## src/rtl/controlador_double_dabble.sv

```systemverilog
// Binary-to-BCD converter (double dabble) with one shared add-3 corrector time-multiplexed over the digits.
// Latency: done pulses WIDTH*(DIGITS+1)+1 cycles after the start edge (33 cycles for 8/3); bcd updates on the edge entering FIN.
// Backpressure: none. start is only honoured in IDLE and ignored while busy or done. Optional macro: CONVERSOR_SINAL_EN (two's complement input).
module controlador_double_dabble #(
    parameter int WIDTH  = 8,
    parameter int DIGITS = 3
) (
    input  logic                  clk,
    input  logic                  reset,
    input  logic                  start,
    input  logic [WIDTH-1:0]      binario,
    output logic [4*DIGITS-1:0]   bcd,
    output logic                  busy,
    output logic                  done,
    output logic                  negativo
);

    localparam int KW = (WIDTH  > 1) ? $clog2(WIDTH)  : 1;
    localparam int DW = (DIGITS > 1) ? $clog2(DIGITS) : 1;
    localparam int TW = 4*DIGITS + WIDTH;

    typedef enum logic [1:0] {S_IDLE, S_CORR, S_SHIFT, S_FIN} state_t;

    state_t                r_state;
    state_t                w_next;
    logic [4*DIGITS-1:0]   r_digits;
    logic [WIDTH-1:0]      r_bin;
    logic [KW-1:0]         r_k;
    logic [DW-1:0]         r_d;
    logic [4*DIGITS-1:0]   r_bcd;

    logic                  w_last_digit;
    logic                  w_last_bit;
    logic [3:0]            w_nib;
    logic                  w_ge5;
    logic [3:0]            w_nib_corr;
    logic [TW-1:0]         w_shifted;
    logic [WIDTH-1:0]      w_bin_load;

    assign w_last_digit = (r_d == DW'(DIGITS-1));
    assign w_last_bit   = (r_k == KW'(WIDTH-1));

    // Shared corrector: the nibble selected by r_d gets +3 when it is 5 or more (carry cannot occur).
    assign w_nib      = r_digits[4*r_d +: 4];
    assign w_ge5      = w_nib[3] | (w_nib[2] & w_nib[1]) | (w_nib[2] & w_nib[0]);
    assign w_nib_corr = w_ge5 ? (w_nib + 4'd3) : w_nib;

    // The whole {digits,bin} word shifted left by one; bin MSB falls into digit 0 LSB.
    assign w_shifted = {r_digits, r_bin} << 1;

`ifdef CONVERSOR_SINAL_EN
    logic r_sign;
    logic r_neg;
    // Magnitude of a two's complement value; WIDTH-bit negation read as unsigned gives 2^(WIDTH-1) for the most negative input.
    assign w_bin_load = binario[WIDTH-1] ? (~binario + WIDTH'(1)) : binario;
    assign negativo   = r_neg;
`else
    assign w_bin_load = binario;
    assign negativo   = 1'b0;
`endif

    // State register.
    always_ff @(posedge clk) begin
        if (reset) r_state <= S_IDLE;
        else       r_state <= w_next;
    end

    // Next-state logic: DIGITS correction cycles then one shift, WIDTH times, then FIN.
    always_comb begin
        w_next = r_state;
        case (r_state)
            S_IDLE:  if (start) w_next = S_CORR;
            S_CORR:  if (w_last_digit) w_next = S_SHIFT;
            S_SHIFT: w_next = w_last_bit ? S_FIN : S_CORR;
            S_FIN:   w_next = S_IDLE;
            default: w_next = S_IDLE;
        endcase
    end

    // Output decode: busy covers the working states, done is the single FIN cycle.
    always_comb begin
        busy = 1'b0;
        done = 1'b0;
        bcd  = r_bcd;
        case (r_state)
            S_CORR, S_SHIFT: busy = 1'b1;
            S_FIN:           done = 1'b1;
            default:         ;
        endcase
    end

    // Datapath: capture, per-digit correction, shift, and result load on the last shift.
    always_ff @(posedge clk) begin
        if (reset) begin
            r_digits <= '0;
            r_bin    <= '0;
            r_k      <= '0;
            r_d      <= '0;
            r_bcd    <= '0;
        end else begin
            case (r_state)
                S_IDLE: begin
                    if (start) begin
                        r_bin    <= w_bin_load;
                        r_digits <= '0;
                        r_k      <= '0;
                        r_d      <= '0;
                    end
                end
                S_CORR: begin
                    r_digits[4*r_d +: 4] <= w_nib_corr;
                    r_d <= w_last_digit ? '0 : (r_d + DW'(1));
                end
                S_SHIFT: begin
                    r_digits <= w_shifted[TW-1:WIDTH];
                    r_bin    <= w_shifted[WIDTH-1:0];
                    if (w_last_bit) r_bcd <= w_shifted[TW-1:WIDTH];
                    else            r_k   <= r_k + KW'(1);
                end
                default: ;
            endcase
        end
    end

`ifdef CONVERSOR_SINAL_EN
    // Sign is captured with the operand and published alongside bcd.
    always_ff @(posedge clk) begin
        if (reset) begin
            r_sign <= 1'b0;
            r_neg  <= 1'b0;
        end else begin
            if (r_state == S_IDLE && start) r_sign <= binario[WIDTH-1];
            if (r_state == S_SHIFT && w_last_bit) r_neg <= r_sign;
        end
    end
`endif

endmodule

```

## config.mk

```make
export PLATFORM = sky130hd
export DESIGN_NAME = controlador_double_dabble
export DESIGN_NICKNAME = d
export VERILOG_FILES = /design/src/rtl/controlador_double_dabble.sv
export SDC_FILE = /design/constraint.sdc
export NUM_CORES = 1
export LEC_CHECK = 0
export CAP_MARGIN = 20
export CORE_MARGIN = 3
export CORE_UTILIZATION = 64
export DETAILED_ROUTE_END_ITERATION = 8
export DONT_BUFFER_PORTS = 1
export HOLD_SLACK_MARGIN = 0.1
export PLACE_DENSITY = 0.8
export SYNTH_ARGS = -nofsm -noshare
export SYNTH_HDL_FRONTEND = slang
export SYNTH_SLANG_ARGS = --single-unit
```

## constraint.sdc

```tcl
create_clock -name clk -period 5.3 [get_ports clk]
set_input_delay 0.795 -clock clk [delete_from_list [all_inputs] [get_ports clk]]
set_output_delay 0.795 -clock clk [all_outputs]
set_load 0.005 [all_outputs]
```

==> results.sh <==
export IMPL_clock_path_buffers=2
export IMPL_ys_ff_latch=39
export IMPL_critical_path_slowest_cell="ha_1"
export IMPL_fillCellCount=271
export IMPL_synth_fp_nets=254
export IMPL_first_iter_violations=95
export IMPL_place_hpwl_um=3480
export IMPL_antenna_found_initial=0
export IMPL_yosysMostFrequentCell="dfxtp_1"
export IMPL_synth_cell_types=45
export IMPL_top_layer="met4"
export IMPL_overflow=0
export IMPL_synth_top_area_share_pct=37.6
export IMPL_status="finished, final reports clean"
export IMPL_netlist_top_cells_count="dfxtp_1, nand2_1, nor2_1"
export IMPL_yosys_warnings=0
export IMPL_wl_met2_um=2300
export IMPL_utilization_pct=68.6
export IMPL_syn_area_per_cell_um2=8.95
export IMPL_die_height_um=63.0
export IMPL_relSlewSlack_pct=42.4
export IMPL_ir_drop_mv=0.273
export IMPL_cts_buffers=5
export IMPL_tightest_slew_ns=0.865
export IMPL_yosysTopAreaCell="dfxtp_1"
export IMPL_wl_per_cell_um=16.9
export IMPL_n_antenna_cell=0
export IMPL_ios=26
export IMPL_grt_util_all_layers_pct=24.3
export IMPL_slowest_delay_ns=0.73
export IMPL_switching_power_mw=0.284
export IMPL_power_frac_comb_pct=31.9
export IMPL_clock_skew_ns=0.00675
export IMPL_start_util_pct=67.4
export IMPL_dieArea_mm2=0.00396
export IMPL_yosys_top_cells_area="dfxtp_1, ha_1, nand2_1, mux2i_1, a221o_1"
export IMPL_rsz0062_at_grt="false"
export IMPL_p_int_mw=0.459
export IMPL_drive_gt1_share_pct=7.08
export IMPL_setup_viol=0
export IMPL_critPathMaxFanout=22
export IMPL_routed_via_density=6.37
export IMPL_core_mm2=0.00308
export IMPL_die_width_um=63.0
export IMPL_syn_cell_area_mm2=0.00208
export IMPL_crit_type="flop to flop"
export IMPL_grt_pass1_wl_um=7770
export IMPL_synth_edf_count=0
export IMPL_leakage_nw=0.741
export IMPL_start_kind="flop"
export IMPL_grt_max_degree=30
export IMPL_cts_root_buf="clkbuf_4"
export IMPL_wl_um=4570
export IMPL_cts_sinks=39
export IMPL_p_seq_share_pct=47.9
export IMPL_slew_viol_final=0
export IMPL_drc=0
export IMPL_drv_cap=0
export IMPL_syn_to_final_growth_pct=1.75
export IMPL_row_count=20
export IMPL_clock_latency_ns=0.34
export IMPL_route_met3_wl_um=294
export IMPL_final_net_count=247
export IMPL_dr_pass1_iters=4
export IMPL_hold_buffers=0
export IMPL_post_cts_buffers=0
export IMPL_yosysSeqAreaShare_pct=37.6
export IMPL_cp_required_ns=5.55
export IMPL_syn_inst=232
export IMPL_postRouteAntennaNets=0
export IMPL_crit_path_end_kind="flop"
export IMPL_h_tree_depth=2
export IMPL_netSwitchingFraction_pct=38.2
export IMPL_via_count=1720
export IMPL_cts_tree="built"
export IMPL_powerDensity_mw_per_mm2=352
export IMPL_fin_crit_sh_pct=45.1
export IMPL_worstPathCellList="inv_1, ha_1, nand2_1, and3_1, a22oi_1, nor2_1"
export IMPL_place_congestion=0.917
export IMPL_max_freq_mhz=418
export IMPL_period_needed_ns=2.39
export IMPL_worstPathArrival_ns=2.64
export IMPL_grt_pass1_vias=1750
export IMPL_path_clk_slew_ns=0.12
export IMPL_met1Wirelength_um=1910
export IMPL_hold_viol_final=0
export IMPL_io_buffers=0
export IMPL_finalSetupTns_ns=0
export IMPL_cts_repair_resized=0
export IMPL_synthArstFlopShare_pct=0
export IMPL_hp_class="flop to flop"
export IMPL_synth_ff_type="dfxtp_1"
export IMPL_power_share_clock_pct=20.2
==> cell families after synthesis <==
group | Yosys count | share of synthesized area, %
and+or+nand+nor | 84 | 19.2
AOI/OAI and AO/OA | 63 | 25.0
DFF | 39 | 37.6
buffers and inverters | 21 | 4.76
muxes | 12 | 6.27
adders and majority gates | 11 | 6.63
other | 1 | 0.181
xor gates and xnor gates | 1 | 0.422
==> metal layers <==
metal | track usage [%] | up-vias
li1 | - | 827
met1 | 27.5 | 820
met2 | 44.3 | 62
met3 | 6.47 | 11
met4 | 7.16 | 0
met5 | 0 | -
==> sequential cells by signal, summed over array words and instances (netlist names) <==
| register | count |
|---|---|
| r_digits | 12 |
| r_d | 2 |
| r_state | 2 |
| r_bin | 8 |
| bcd | 12 |
| r_k | 3 |
==> through the flow <==
step                      hold slack [ns]  instance area [um^2]  total power, mW  setup slack [ns]  cells
after floorplan                     0.432                  2080            0.561              3.36    232
after global placement              0.436                  2060            0.580              3.06    262
after detailed placement            0.447                  2060            0.597              2.91    262
after CTS                           0.465                  2110            0.741              2.88    270
after global routing                0.480                  2110            0.790              2.64    270
final                               0.461                  2110            0.743              2.91    270
==> power groups by stage <==
stage               clock, mW  combinational, mW  sequential, mW
detailed placement          0              0.233           0.363
finish                  0.150              0.237           0.356
global route            0.166              0.263           0.362
floorplan                   0              0.212           0.349
global placement            0              0.222           0.359
CTS                     0.151              0.235           0.356
==> worst max-delay path, delay by kind of cell, from the launching register on <==
kind | cells | cell delay, ns
and+or+nand+nor | 3 | 0.95
adders and majority gates | 1 | 0.73
DFF | 1 | 0.37
AOI/OAI and AO/OA | 1 | 0.16
buffers and inverters | 1 | 0.10
==> cell usage in the layout (no fill, tap or decap), types with 3 or more instances in the layout <==
| master | instances |
|---|---|
| dfxtp_1 | 39 |
| nand2_1 | 31 |
| nor2_1 | 22 |
| a21oi_1 | 16 |
| ha_1 | 11 |
| a22oi_1 | 10 |
| mux2i_1 | 10 |
| a221o_1 | 9 |
| inv_1 | 7 |
| and3_1 | 7 |
| a211oi_1 | 7 |
| clkbuf_4 | 5 |
| nor2b_1 | 4 |
| nand3_1 | 4 |
| nand2b_1 | 3 |
| o21ai_0 | 3 |
| nand4_1 | 3 |
| a32oi_1 | 3 |
==> cell type report <==
type | instances | area (um^2) | area share [%]
multi-input cells | 172 | 1200 | 56.6
flip-flops and latches | 39 | 781 | 37.0
well taps | 44 | 55.1 | 2.61
clock buffers | 6 | 41.3 | 1.95
inverters | 7 | 26.3 | 1.24
clock inverters | 2 | 12.5 | 0.592
==> worst paths after layout <==
check / start / end / slack [ns] / cells after the start
setup / recovery: r_state[0]$_SDFFE_PP0P_ / r_k[2]$_SDFFE_PP0P_ / 2.91 / 6
hold / removal: r_bin[0]$_SDFFE_PP0P_ / r_bin[0]$_SDFFE_PP0P_ / 0.46 / 2
setup reg to reg: r_state[0]$_SDFFE_PP0P_ / r_k[2]$_SDFFE_PP0P_ / 2.91 / 6
hold reg to reg: r_bin[0]$_SDFFE_PP0P_ / r_bin[0]$_SDFFE_PP0P_ / 0.46 / 2
No activity file was read; power rests on OpenSTA's default activity.
